$ cat src/rtl/dsp_systolic_accum_pkg.sv
// Shared types, default widths and the accumulator add helper for dsp_systolic_accum.
// Latency: n/a (types, constants and a pure function only).
// Backpressure: n/a.
// Contents: accum_state_t, DEF_* width defaults, MAX_ACC_WIDTH, sat_add().
package dsp_systolic_accum_pkg;

  typedef enum logic [0:0] {
    IDLE  = 1'b0,
    ACCUM = 1'b1
  } accum_state_t;

  localparam int DEF_RESULT_A_WIDTH = 64;
  localparam int DEF_ACC_WIDTH      = 80;
  localparam int DEF_CNT_WIDTH      = 16;
  localparam int DEF_SATURATE       = 1;

  // Widest accumulator sat_add can serve; operands are zero-extended to this.
  localparam int MAX_ACC_WIDTH = 128;

  // Adds two values that fit in 'width' bits. Result bits [width-1:0] hold the
  // clamped (saturate=1) or wrapped (saturate=0) sum; bit MAX_ACC_WIDTH holds the
  // carry out of 'width' bits. Bits in between are always zero.
  function automatic logic [MAX_ACC_WIDTH:0] sat_add(
    input logic [MAX_ACC_WIDTH-1:0] a,
    input logic [MAX_ACC_WIDTH-1:0] b,
    input int unsigned              width,
    input logic                     saturate
  );
    logic [MAX_ACC_WIDTH:0] one;
    logic [MAX_ACC_WIDTH:0] mask;
    logic [MAX_ACC_WIDTH:0] sum;
    logic [MAX_ACC_WIDTH:0] res;
    logic                   carry;
    one   = '0;
    one[0] = 1'b1;
    mask  = (one << width) - one;
    sum   = {1'b0, a} + {1'b0, b};
    carry = |(sum & ~mask);
    if (carry) begin
      res = saturate ? mask : (sum & mask);
    end else begin
      res = sum;
    end
    // Relocate the carry to the top bit so callers find it at a fixed place.
    res[MAX_ACC_WIDTH] = carry;
    return res;
  endfunction

endpackage

$ cat src/rtl/dsp_accum_out_buf.sv
// Two-entry FIFO holding completed frame records for the accumulator output.
// Latency: a pushed record is visible on dout/!empty after the push edge; dout is a register read.
// Backpressure: push is ignored when full unless a pop happens in the same cycle (pop before push).
// Ports: clk, rst (async, active-high), push/din (write), pop (read), full, empty, dout (head entry).
module dsp_accum_out_buf #(
  parameter int WIDTH = 8
) (
  input  logic             clk,
  input  logic             rst,
  input  logic             push,
  input  logic [WIDTH-1:0] din,
  input  logic             pop,
  output logic             full,
  output logic             empty,
  output logic [WIDTH-1:0] dout
);

  logic [WIDTH-1:0] mem [2];
  logic             wr_ptr;
  logic             rd_ptr;
  logic [1:0]       count;
  logic             do_pop;
  logic             do_push;

  assign full    = (count == 2'd2);
  assign empty   = (count == 2'd0);
  assign dout    = mem[rd_ptr];
  assign do_pop  = pop && !empty;
  // When full, the slot being freed by the pop is exactly the one wr_ptr names.
  assign do_push = push && (!full || do_pop);

  always_ff @(posedge clk or posedge rst) begin
    if (rst) begin
      mem[0] <= '0;
      mem[1] <= '0;
      wr_ptr <= 1'b0;
      rd_ptr <= 1'b0;
      count  <= 2'd0;
    end else begin
      if (do_push) begin
        mem[wr_ptr] <= din;
        wr_ptr      <= ~wr_ptr;
      end
      if (do_pop) begin
        rd_ptr <= ~rd_ptr;
      end
      case ({do_push, do_pop})
        2'b10:   count <= count + 2'd1;
        2'b01:   count <= count - 2'd1;
        default: count <= count;
      endcase
    end
  end

endmodule

$ cat src/rtl/dsp_systolic_accum.sv
// Frame accumulator: sums chain result words over in_last-delimited frames, emits total/count/ovf.
// Latency: record is valid the cycle after the last beat's edge (empty buffer); one beat per cycle sustained.
// Backpressure: 2-entry output buffer; input cannot stall, so a frame finding the buffer full is dropped (sticky drop).
// Ports: clk, rst (async, active-high); in_valid/in_last/in_data beat input;
//        out_valid/out_ready/out_data/out_count/out_ovf record output; busy (frame open), drop (sticky discard flag).
module dsp_systolic_accum
  import dsp_systolic_accum_pkg::*;
#(
  parameter int RESULT_A_WIDTH = DEF_RESULT_A_WIDTH,
  parameter int ACC_WIDTH      = DEF_ACC_WIDTH,
  parameter int CNT_WIDTH      = DEF_CNT_WIDTH,
  parameter int SATURATE       = DEF_SATURATE
) (
  input  logic                      clk,
  input  logic                      rst,
  input  logic                      in_valid,
  input  logic                      in_last,
  input  logic [RESULT_A_WIDTH-1:0] in_data,
  output logic                      out_valid,
  input  logic                      out_ready,
  output logic [ACC_WIDTH-1:0]      out_data,
  output logic [CNT_WIDTH-1:0]      out_count,
  output logic                      out_ovf,
  output logic                      busy,
  output logic                      drop
);

  localparam int REC_WIDTH = ACC_WIDTH + CNT_WIDTH + 1;

  accum_state_t           state;
  logic [ACC_WIDTH-1:0]   acc;
  logic [ACC_WIDTH-1:0]   acc_nxt;
  logic [CNT_WIDTH-1:0]   cnt;
  logic [CNT_WIDTH-1:0]   cnt_nxt;
  logic                   ovf;
  logic                   ovf_nxt;
  logic                   first_beat;
  logic [MAX_ACC_WIDTH:0] add_res;
  logic                   carry;
  logic                   unused_add_hi;
  logic                   frame_done;
  logic                   buf_full;
  logic                   buf_empty;
  logic                   buf_pop;
  logic                   buf_push;
  logic [REC_WIDTH-1:0]   rec_in;
  logic [REC_WIDTH-1:0]   rec_out;

  // In IDLE the incoming beat opens a new frame and replaces the stale acc.
  assign first_beat = (state == IDLE);

  assign add_res = sat_add(MAX_ACC_WIDTH'(acc), MAX_ACC_WIDTH'(in_data),
                           ACC_WIDTH, SATURATE != 0);
  assign carry   = add_res[MAX_ACC_WIDTH];
  // Bits between ACC_WIDTH and the carry are zero by construction.
  assign unused_add_hi = |(add_res[MAX_ACC_WIDTH-1:0] >> ACC_WIDTH);

  always_comb begin
    acc_nxt = add_res[ACC_WIDTH-1:0];
    cnt_nxt = (&cnt) ? cnt : cnt + 1'b1;
    ovf_nxt = ovf | carry;
    if (first_beat) begin
      acc_nxt = ACC_WIDTH'(in_data);
      cnt_nxt = CNT_WIDTH'(1);
      ovf_nxt = 1'b0;
    end
  end

  always_ff @(posedge clk or posedge rst) begin
    if (rst) begin
      state <= IDLE;
      acc   <= '0;
      cnt   <= '0;
      ovf   <= 1'b0;
    end else if (in_valid) begin
      state <= in_last ? IDLE : ACCUM;
      acc   <= acc_nxt;
      cnt   <= cnt_nxt;
      ovf   <= ovf_nxt;
    end
  end

  assign frame_done = in_valid && in_last;
  assign buf_pop    = !buf_empty && out_ready;
  assign buf_push   = frame_done && (!buf_full || buf_pop);
  assign rec_in     = {acc_nxt, cnt_nxt, ovf_nxt};

  always_ff @(posedge clk or posedge rst) begin
    if (rst) begin
      drop <= 1'b0;
    end else if (frame_done && buf_full && !buf_pop) begin
      drop <= 1'b1;
    end
  end

  dsp_accum_out_buf #(
    .WIDTH (REC_WIDTH)
  ) u_out_buf (
    .clk   (clk),
    .rst   (rst),
    .push  (buf_push),
    .din   (rec_in),
    .pop   (buf_pop),
    .full  (buf_full),
    .empty (buf_empty),
    .dout  (rec_out)
  );

  assign out_valid = !buf_empty;
  assign out_data  = rec_out[REC_WIDTH-1 -: ACC_WIDTH];
  assign out_count = rec_out[CNT_WIDTH:1];
  assign out_ovf   = rec_out[0];
  assign busy      = (state == ACCUM);

endmodule

$ cat config.mk
export PLATFORM = sky130hd
export DESIGN_NAME = dsp_systolic_accum
export DESIGN_NICKNAME = d
export VERILOG_FILES = /design/src/rtl/dsp_systolic_accum_pkg.sv /design/src/rtl/dsp_accum_out_buf.sv /design/src/rtl/dsp_systolic_accum.sv
export SDC_FILE = /design/constraint.sdc
export NUM_CORES = 1
export LEC_CHECK = 0
export CAP_MARGIN = 20
export CORE_MARGIN = 4
export CORE_UTILIZATION = 45
export DETAILED_ROUTE_END_ITERATION = 7
export PLACE_DENSITY = 0.66
export REMOVE_ABC_BUFFERS = 1
export SLEW_MARGIN = 20
export SYNTH_ARGS = -nofsm -noshare
export SYNTH_HDL_FRONTEND = slang
export SYNTH_SLANG_ARGS = --single-unit
$ cat constraint.sdc
create_clock -name clk -period 8.9 [get_ports clk]
set_input_delay 1.335 -clock clk [delete_from_list [all_inputs] [get_ports clk]]
set_output_delay 1.335 -clock clk [all_outputs]
set_load 0.01 [all_outputs]
After elaboration in Yosys (flattened, before gate mapping)
Cells that the tools add are included.

operators by class
  $add $sub $neg = 4
  magnitude comparators = 3
  equal/unequal tests = 3
  mux-type cells = 13
  bitwise operators = 5
  reduce and logical (&&, ||, !) cells = 17

operator list
  cell                   count
  $mux 97                4
  $bwmux 194             1
  $mux 80                2
  $demux 97 s1           1
  $add 80x64->81         1
  $reduce_or 49->1       1
  $mux 16                2
  $add 16x1->16 const B  1
  $reduce_and 16->1      1
  $logic_and 1x1->1      8
  $eq 2x2->1 const B     2
  $ge 2x2->1 const B     2
  $not 1->2              2
  $pmux 2 s2             1
  $logic_not 1->1        3
  $add 2x1->2 const B    1
  $eq 2x1->1 const B     1
  $logic_not 2->1        1
  $logic_or 1x1->1       2
  $lt 2x1->1 const B     1
  $mux 1                 2
  $not 1->1              2
  $reduce_bool 2->1      1
  $sub 2x1->2 const B    1
  $or 1x1->1             1

storage, ports and cells
  register bits after elaboration = 297
  input port bits = 69
  output and inout bits = 100

Longest topological paths before layout
Gate-level depths: netlist (run 1).

  depth after elaboration = 8
  gate-level depth with buffers = 14
  depth with buffers taken out = 12

By module
Synthesis (run 1) repeated with hierarchy kept, for this count alone.

second synthesis, totals
  cells, all modules = 1738
  area, all modules = 18472.7 um2

modules (own cells, without submodules)
  module              times used  cells each  area an instance (um2)
  dsp_systolic_accum  1           1195        9676.8
  dsp_accum_out_buf   1           543         8795.9

Worst setup path before layout (run 1)
No wires, ideal clock.

  kind = input-to-reg
  start point = in in_data[0]
  end point = reg acc[41]
  library setup time = 0.125 ns
  arrival time = 4.074 ns
  setup slack = 4.701 ns
  stages on the path = 14
  cells stage by stage = ha_1 fa_1 a211oi_2 o211ai_1 and4_1 o2111a_1 o21ai_2 a21oi_4 a21boi_4 or2_1 buf_2 buf_6 a31oi_2 mux2_2

on the way
  cells in the longest elaborated chain, start to end = 4

RTL lines
  what                    line                          text
  start: declaration      dsp_systolic_accum.sv:18      input logic [RESULT_A_WIDTH-1:0] in_data,
  $add 80x64->81 (*)      dsp_systolic_accum_pkg.sv:37  sum = {1'b0, a} + {1'b0, b};
  $reduce_or 49->1        dsp_systolic_accum_pkg.sv:38  carry = |(sum & ~mask);
  $mux 80 (*)             dsp_systolic_accum_pkg.sv:39  if (carry) begin
  $mux 80 (*)             dsp_systolic_accum.sv:62      if (first_beat) begin
  end signal: assignment  dsp_systolic_accum.sv:77      acc <= acc_nxt;
  end: declaration        dsp_systolic_accum.sv:31      logic [ACC_WIDTH-1:0] acc;

Every way passes the cells marked *; elsewhere a longest branch is shown, timed or not.
A chain may end at the register's enable or synchronous reset.

Worst setup path after layout (run 1)
  start point = in in_data[0]
  end point = reg acc[36]

The elaborated chain is that of the path after synthesis.

==> impl_metrics.tcl, run 1 <==
set metrics [dict create \
    multiInputGateArea_um2 10000 \
    synth_top_family_by_area "compound AO/OA/AOI/OAI gates" \
    dieWidth_um 208 \
    worstMarginPinSlew_ps 1030 \
    met3_usage_pct 3.32 \
    num-nets-final 2175 \
    cts_resized 0 \
    stdcell_count 2588 \
    async_flop_share_pct 100 \
    synth_edf_count 0 \
    status "completed" \
    overflow 0 \
    p_leak_uw 0.00900 \
    clockRootBuffer "clkbuf_16" \
    setup_violations 0 \
    vias_per_cell 5.77 \
    hold_violations 0 \
    crit_family "compound AO/OA/AOI/OAI gates" \
    synth-xor-area-share_pct 3.70 \
    final_antenna_net_count 0 \
    grt_usage_pct 22.7 \
    fin_tns_setup_ps 0 \
    die-area_um2 43300 \
    cpPeakStageDelay_ps 870 \
    avgSynthCellArea_um2 9.29 \
    final_cell_mix "nand2_1 (344), dfrtp_1 (295), mux2_2 (219)" \
    wl_per_cell_um 19.6 \
    critPathKind "primary input to register" \
    busiest_layer "met2" \
    synth_compound_area_share_pct 17.6 \
    clock_latency_ps 600 \
    cts_tree "done" \
    cts.sinks 297 \
    synth_mux_area_share_pct 13.9 \
    antenna_found_initial 1 \
    synth_fa_ha_area_share_pct 4.70 \
    final_common_cell "nand2_1" \
    synth.distinct_cells 88 \
    p_per_area_nw_per_um2 342 \
    num_rows 73 \
    numCtsBuffers 31 \
    synth_ff_type "dfrtp_1" \
    drc 0 \
    dp.cells 2531 \
    drive_gt1_share_pct 15.8 \
    slew_violations 0 \
    seqCellArea_um2 7440 \
    htreeDepth 1 \
    cp_slowest_cell "nor2_1" \
    critPathRequiredTime_ps 9360 \
    dr.first_iter.drc_count 897 \
    clkSlewWorstSetupHoldPaths_ps 60 \
    arrival_ps 6070 \
    yosys.area_share.simple_pct 15.7 \
    wl_um 50700 \
    grt_pass1_wl_um 81600 \
    ctsLongestPathBuffers 3 \
    crit_chain "clkdlybuf4s50_1, ha_1, fa_1, a211oi_2, o211ai_1, and4_1, o2111a_1, o21ai_2, a21oi_4, a21o_1, nor2_1, buf_4, a21oi_1, mux2_2" \
    drv_cap 0 \
    grt_max_degree 151 \
    clock.fmax_mhz 178 \
    crit_fanout 23 \
    first_pass_iters 5 \
    io_buffers 168 \
    cts_setup_buffers 0 \
    fillCellCount 3684 \
    start_util_pct 45.4 \
    min_path_type "register to register" \
    postSynthCellCount 1939 \
    io_pins 169 \
    syn_to_final_growth_pct 16.7 \
    cp_num_buf_inv 2 \
    dp_hpwl_um 35400 \
    fin_crit_sh_pct 63.0 \
    synth-seq-cells 297 \
    endpoint_kind "register" \
    yosysWarnings 0 \
    core_area_um2 39600 \
    gp_congestion 0.924 \
    critPathLaunchType "primary input" \
    vias 14900 \
    syn_area_um2 18000 \
    ys_seq_area_share_pct 41.3 \
    rsz0062_at_grt "false" \
    fin_crit_ps 5600 \
    ir_worst_vdd_v 0.000184 \
    worst_slew_margin_rel_pct 31.5 \
    hold_buffers 0 \
    grt_pass1_vias 15000 \
    met1_usage_pct 31.5 \
    fin_util_pct 53.0 \
    skew_ps 23.2 \
    met2_usage_pct 37.5 \
    die_y_um 208 \
]
## synthesized netlist by cell type (5+ instances only)
master,n,area (µm²)
inv_1,27,101
o211ai_1,8,60.1
o21ai_0,124,621
o311a_1,5,50.1
nor4_1,6,37.5
o31ai_1,13,97.6
clkbuf_1,84,315
and4_1,11,96.3
nor2_1,145,544
and2_1,10,62.6
nand2_1,345,1290
o21a_1,13,97.6
a22o_1,8,70.1
a221oi_1,9,78.8
nor2b_1,6,37.5
o21bai_1,17,128
a31oi_1,37,231
nand4_1,28,175
dfrtp_1,297,7430
o22ai_1,14,87.6
a211oi_1,8,60.1
xor2_1,27,236
nand2b_1,5,31.3
a21oi_1,132,661
mux2_2,219,2470
nor3_1,21,105
or3_1,5,31.3
nand3_1,30,150
xnor2_1,49,429
and3_1,12,75.1
buf_1,12,45.0
o21ai_1,13,65.1
a21o_1,26,195
buf_2,16,80.1
ha_1,66,826
## per-stage QoR
| step | cell area [µm²] | power (µW) | hold WS (ps) | setup slack (ps) |
|---|---|---|---|---|
| floorplan | 17500 | 4600 | 433 | -639 |
| global placement | 20000 | 5810 | 445 | 2930 |
| detailed placement | 20000 | 5880 | 451 | 2770 |
| CTS | 21000 | 7220 | 466 | 3390 |
| global route | 21000 | 7690 | 486 | 3160 |
| finish | 21000 | 7180 | 459 | 3300 |
## worst min-delay path: cells and delay by family (launching register included)
family / cells / cell delay (ps)
flip-flops: 1 / 340
AND/OR/NAND/NOR: 2 / 90
## report_power, final
group	leakage, µW	switching, µW	internal, µW
Sequential	0.00368	312	1850
Clock	0.000495	562	734
Combinational	0.00482	1960	1760
## per-layer routing
metal	vias to the layer above	share of wire (%)
li1	7120	-
met1	7336	45
met2	407	47
met3	74	5.0
met4	0	2.9
met5	-	0
## layout make-up
| type | count | share of cell area (%) |
|---|---|---|
| Clock buffer | 44 | 4.11 |
| Sequential cell | 297 | 35.4 |
| Clock inverter | 12 | 0.613 |
| Antenna cell | 1 | 0.0119 |
| Timing Repair Buffer | 182 | 8.49 |
| Tap cell | 525 | 3.13 |
| Multi-Input combinational cell | 1498 | 47.7 |
| Inverter | 29 | 0.577 |
## logic make-up (layout without fill, tap and decap cells)
group / after synthesis / count (layout)
mux: 222 / 222
buf+inv: 144 / 267
fa+ha+maj: 67 / 67
simple gates: 644 / 644
compound gates: 489 / 489
flops: 297 / 297
other cells: 0 / 1
xor+xnor: 76 / 76
## worst paths after layout
path,end,slack (ps),startpoint,cells after the start
worst min register to register,u_out_buf.mem[26]$_DFFE_PP0P_,460,u_out_buf.mem[26]$_DFFE_PP0P_,2
max in group asynchronous,busy$_DFFE_PP0P_,6020,rst,3
min in group asynchronous,u_out_buf.mem[97]$_DFFE_PP0P_,1250,rst,2
worst min-delay path,u_out_buf.mem[26]$_DFFE_PP0P_,460,u_out_buf.mem[26]$_DFFE_PP0P_,2
worst max-delay path,acc[36]$_DFFE_PP0P_,3300,in_data[0],14
worst max register to register,acc[36]$_DFFE_PP0P_,4160,acc[0]$_DFFE_PP0P_,13
## flip-flops by register name, indices dropped and copies added (netlist names)
| register | cells |
|---|---|
| acc | 80 |
| ovf | 1 |
| u_out_buf.wr_ptr | 1 |
| busy | 1 |
| u_out_buf.rd_ptr | 1 |
| u_out_buf.count | 2 |
| u_out_buf.mem | 194 |
| drop | 1 |
| cnt | 16 |
(Power assumes the default switching activity.)
==> inputs of run 2 (changes only) <==
clock period = 4.7 ns   (was 8.9 ns; I/O delays follow)
==> run 2 against run 1 <==
  * Worst hold slack improved by 1.4 ps
  * Sequential power is 89% higher
  * Clock-buffer cell count unchanged
  * Critical endpoint is now u_out_buf.mem[73]$_DFFE_PP0P_
  * Largest cell class unchanged
  * Highest routed layer unchanged
==> impl_metrics.tcl, run 2 (synthesis results as in run 1) <==
set metrics [dict create \
    die-area_um2 43300 \
    cts_setup_buffers 0 \
    clockRootBuffer "clkbuf_16" \
    min_path_type "register to register" \
    rsz0062_at_grt "false" \
    setup_violations 0 \
    core_area_um2 39600 \
    p_per_area_nw_per_um2 655 \
    p_leak_uw 0.00914 \
    io_pins 169 \
    worst-path-stages 14 \
    endpoint_kind "register" \
    ctsLongestPathBuffers 3 \
    grt_pass1_vias 15300 \
    status "completed" \
    holdWs_ps 461 \
    num_rows 73 \
    syn_to_final_growth_pct 18.3 \
    grt_usage_pct 23.2 \
    crit_family "compound AO/OA/AOI/OAI gates" \
    hold_depth 2 \
    reg_top3 "u_out_buf.mem (194), acc (80), cnt (16)" \
    cts.sinks 297 \
    clock.fmax_mhz 251 \
    worstMarginPinSlew_ps 935 \
    antenna_found_initial 0 \
    drv_cap 0 \
    ir_worst_vdd_v 0.000314 \
    fin_crit_sh_pct 84.7 \
    slew_violations 0 \
    overflow 0 \
    dieWidth_um 208 \
    hold_buffers 0 \
    cpPeakStageDelay_ps 460 \
    cp_num_buf_inv 2 \
    final_antenna_net_count 0 \
    largest_reg_flops 194 \
    fin_crit_ps 3980 \
    numCtsBuffers 34 \
    final_common_cell "nand2_1" \
    num-nets-final 2188 \
    arrival_ps 4400 \
    grt_pass1_wl_um 83100 \
    io_buffers 168 \
    critPathLaunchType "primary input" \
    drive_gt1_share_pct 16.6 \
    cp_slowest_cell "clkdlybuf4s50_1" \
    gp_congestion 0.899 \
    start_util_pct 45.4 \
    final_cell_mix "nand2_1 (344), dfrtp_1 (295), mux2_2 (219)" \
    largest-register "u_out_buf.mem" \
    clkSlewWorstSetupHoldPaths_ps 60 \
    drc 0 \
    diodes 0 \
    fin_tns_setup_ps 0 \
    die_y_um 208 \
    grt_max_degree 122 \
    worst_slew_margin_rel_pct 37.7 \
    worstRegToRegCells 13 \
    first_pass_iters 5 \
    dr.first_iter.drc_count 1075 \
    fillCellCount 3615 \
    cts_resized 0 \
    cts_tree "done" \
    hold_violations 0 \
    dp_hpwl_um 35800 \
    crit_chain "clkdlybuf4s50_1, ha_1, fa_1, a211oi_2, o211ai_1, and4_1, o2111a_1, o21ai_2, a21oi_4, a21boi_4, or2_1, buf_4, a31oi_1, mux2_2" \
    critPathKind "primary input to register" \
    wl_per_cell_um 19.5 \
    vias_per_cell 5.80 \
    skew_ps 15.6 \
    clock_latency_ps 550 \
    vias 15100 \
    htreeDepth 2 \
    crit_fanout 11 \
    wl_um 50800 \
    critPathRequiredTime_ps 5120 \
]
## run 2: changes by cell type in the layout (fill, tap and decap cells not counted)
cell        before  now
inv_16           1    0
clkbuf_16       31   34
inv_8            0    1
clkbuf_8         4    6
buf_12           0    5
clkbuf_1         9    4
clkinv_4         1    0
buf_4           15   20
bufinv_16        2    4
diode_2          1    0
inv_6            0    2
clkinvlp_4       0    1
## run 2: layout make-up
type / count / area, µm² / area share, %
Timing Repair Buffer: 192 / 1920 / 9.02
Tap cell: 525 / 657 / 3.08
Sequential cell: 297 / 7440 / 34.9
Multi-Input combinational cell: 1498 / 10000 / 47.0
Inverter: 29 / 116 / 0.546
Clock inverter: 16 / 201 / 0.946
Clock buffer: 44 / 948 / 4.45
## run 2: final timing paths
path / startpoint / to / slack (ps)
worst max-delay path: in_data[0] / u_out_buf.mem[73]$_DFFE_PP0P_ / 720
worst min-delay path: u_out_buf.mem[138]$_DFFE_PP0P_ / u_out_buf.mem[138]$_DFFE_PP0P_ / 460
worst max register to register: acc[0]$_DFFE_PP0P_ / u_out_buf.mem[73]$_DFFE_PP0P_ / 990
worst min register to register: u_out_buf.mem[138]$_DFFE_PP0P_ / u_out_buf.mem[138]$_DFFE_PP0P_ / 460
max in group asynchronous: rst / u_out_buf.mem[114]$_DFFE_PP0P_ / 3030
min in group asynchronous: rst / u_out_buf.count[0]$_DFFE_PP0P_ / 730
## run 2: stage by stage
step	power [µW]	setup slack [ps]	instances	utilization, %	area (µm²)
finish	14000	721	2601	53.7	21300
CTS	14000	807	2601	53.7	21300
floorplan	8720	-4210	1824	-	17500
detailed placement	11200	245	2541	50.8	20200
global route	15000	518	2601	53.7	21300
global placement	11100	270	2541	50.8	20200
## run 2: worst min-delay path: stages, from the launching register on
cell and delay (ps):
dfrtp_1 330, nand2_1 50, nand2_1 50
## run 2: power by group
part | internal (µW) | switching (µW)
clock network | 1650 | 1110
logic | 3380 | 3730
registers | 3500 | 588
## run 2: metal layers
layer	GRT usage [%]	share of wire, %
met1	31.7	45
met2	38.0	47
met4	8.15	3.2
met3	3.30	4.8
met5	0	0
==> inputs of run 3 (changes only) <==
clock period = 3.3 ns   (was 4.7 ns; I/O delays follow)
==> run 3 against run 2 <==
  * The run now ends with negative setup slack left
  * Clock power grew 56%
  * Worst setup slack got worse by 900 ps
  * Via count increased by 9.7%
  * Combinational power rose by 100%
  * Critical path depth is the same
  * Core utilization up 12 points
  * Routed wire length grew 15%
  * Sequential power rose by 43%
  * Clock skew increased by 11 ps
  * Largest power group unchanged
==> impl_metrics.tcl, run 3 (synthesis results as in run 1) <==
set metrics [dict create \
    grt_max_degree 98 \
    worstRegToRegCells 14 \
    min_path_type "primary input to asynchronous set/reset pin" \
    dp_hpwl_um 39700 \
    p_leak_uw 0.0115 \
    fin_tns_setup_ps -16280 \
    fin_crit_ps 3480 \
    first_pass_iters 6 \
    p_int_uw 15100 \
    num_rows 73 \
    multiInputGateArea_um2 11700 \
    clock_latency_ps 560 \
    critPathKind "register to register" \
    clockRootBuffer "clkbuf_16" \
    largest-register "u_out_buf.mem" \
    vias_per_cell 5.64 \
    slew_violations 0 \
    hold_violations 0 \
    setup_violations 170 \
    p_clk_share_pct 17.6 \
    wl_um 58200 \
    crit_fanout 6 \
    wl_per_cell_um 19.9 \
    ir_worst_vdd_v 0.000598 \
    clock.fmax_mhz 287 \
    violations "negative setup slack" \
    ctsLongestPathBuffers 3 \
    status "finished with violations" \
    seq_power_share_pct 24.0 \
    final_cell_mix "nand2_1 (302), dfrtp_1 (295), buf_4 (291)" \
    gp_congestion 0.952 \
    start_util_pct 45.4 \
    arrival_ps 3910 \
    reg_top3 "u_out_buf.mem (194), acc (80), cnt (16)" \
    htreeDepth 2 \
    setup_slack_ps -180 \
    core_area_um2 39600 \
    vias 16600 \
    die_y_um 208 \
    die-area_um2 43300 \
    num-nets-final 2517 \
    endpoint_kind "register" \
    final_common_cell "nand2_1" \
    worstReg2RegStart "acc[0]$_DFFE_PP0P_" \
    dr.first_iter.drc_count 937 \
    io_pins 169 \
    grt_pass1_wl_um 92000 \
    p_per_area_nw_per_um2 937 \
    critPathLaunchType "register" \
    rrSetupSlack_ps -180 \
    final_antenna_net_count 0 \
    reg2reg_to "acc[45]$_DFFE_PP0P_" \
    critPathRequiredTime_ps 3730 \
    drv_cap 0 \
    cts.sinks 297 \
    switchingPower_uw 9220 \
    syn_to_final_growth_pct 44.3 \
    combPwrFrac_pct 58.4 \
    dp_slack_ps -854 \
    grt_usage_pct 25.8 \
    rsz0062_at_grt "true" \
    seqCellArea_um2 7440 \
    fillCellCount 3147 \
    fin_crit_sh_pct 105 \
    grt_pass1_vias 17100 \
    antenna_found_initial 0 \
    overflow 0 \
    finalInstanceArea_um2 26000 \
    largest_reg_flops 194 \
    clkSlewWorstSetupHoldPaths_ps 60 \
    drive_gt1_share_pct 35.4 \
    worstMarginPinSlew_ps 1040 \
    diodes 0 \
    place_area_um2 22500 \
    worst_slew_margin_rel_pct 30.4 \
    cts_tree "done" \
    sw_frac_of_total_pct 37.9 \
    skew_ps 26.7 \
    drc 0 \
    io_buffers 168 \
    dieWidth_um 208 \
    numCtsBuffers 36 \
]
run 3: cell count changes in the layout (fill, tap and decap cells not counted), moves of 38 or more:
cell | before | now
nand2_2 | 1 | 41
mux2_4 | 0 | 66
buf_4 | 20 | 291
buf_6 | 0 | 38
mux2_2 | 219 | 153
nand2_1 | 344 | 302
run 3: worst max path at each step:
| stage | slack (ps) | from | end |
|---|---|---|---|
| floorplan | -5400 | rst | acc[0]$_DFFE_PP0P_ |
| global placement | -870 | in_data[0] | u_out_buf.mem[178]$_DFFE_PP0P_ |
| detailed placement | -850 | in_data[0] | u_out_buf.mem[153]$_DFFE_PP0P_ |
| CTS | -180 | acc[0]$_DFFE_PP0P_ | u_out_buf.mem[154]$_DFFE_PP0P_ |
| global route | -290 | acc[0]$_DFFE_PP0P_ | u_out_buf.mem[52]$_DFFE_PP0P_ |
| finish | -180 | acc[0]$_DFFE_PP0P_ | acc[45]$_DFFE_PP0P_ |
run 3: final cells by class:
| class | instances | share of cell area [%] |
|---|---|---|
| Multi-Input combinational cell | 1498 | 45.0 |
| Sequential cell | 297 | 28.6 |
| Timing Repair Buffer | 519 | 18.4 |
| Clock buffer | 52 | 4.12 |
| Tap cell | 525 | 2.53 |
| Clock inverter | 13 | 0.886 |
| Inverter | 29 | 0.448 |
run 3: power groups by stage:
stage               Clock [µW]  Combinational, µW  Sequential, µW
floorplan                    0               6700            5720
global placement             0              12100            5740
detailed placement           0              12200            5830
CTS                       4390              13400            5800
global route              4550              15300            6010
finish                    4300              14200            5850
run 3: worst max-delay path, stage by stage (launching register included):
cell and delay, ps:
dfrtp_1 430, ha_4 190, fa_2 370, a211oi_4 280
buf_4 140, o211ai_1 100, and4_1 200, o2111a_2 300
o21ai_4 180, a21oi_4 130, a21o_1 220, nor2_4 210
buf_6 200, a21oi_1 110, mux2_2 280
run 3: layer usage:
metal	vias up	wire length [µm]	global-route usage, %
met2	395	28400	43.6
met3	111	2350	3.48
met4	0	1940	9.06
li1	7812	-	-
met5	-	0	0
met1	8233	25600	34.3
run 3: timing repair:
action | CTS | global route
hold buffers | 0 | 0
resized for setup | 224 | 189
gates cloned | 4 | 1
pin swaps | 50 | 86
setup buffers | 16 | 17
endpoints found under the setup margin | 242 | 243
run 3: through the flow:
step           power [µW]  hold WS, ps  cells  util (%)
2_1_floorplan       12400          433   1824         -
4_1_cts             23500          377   2920      63.2
5_1_grt             25800          376   2933      65.6
3_3_place_gp        17800          444   2837      56.7
6_report            24400          363   2933      65.6
3_5_place_dp        18000          451   2837      56.7
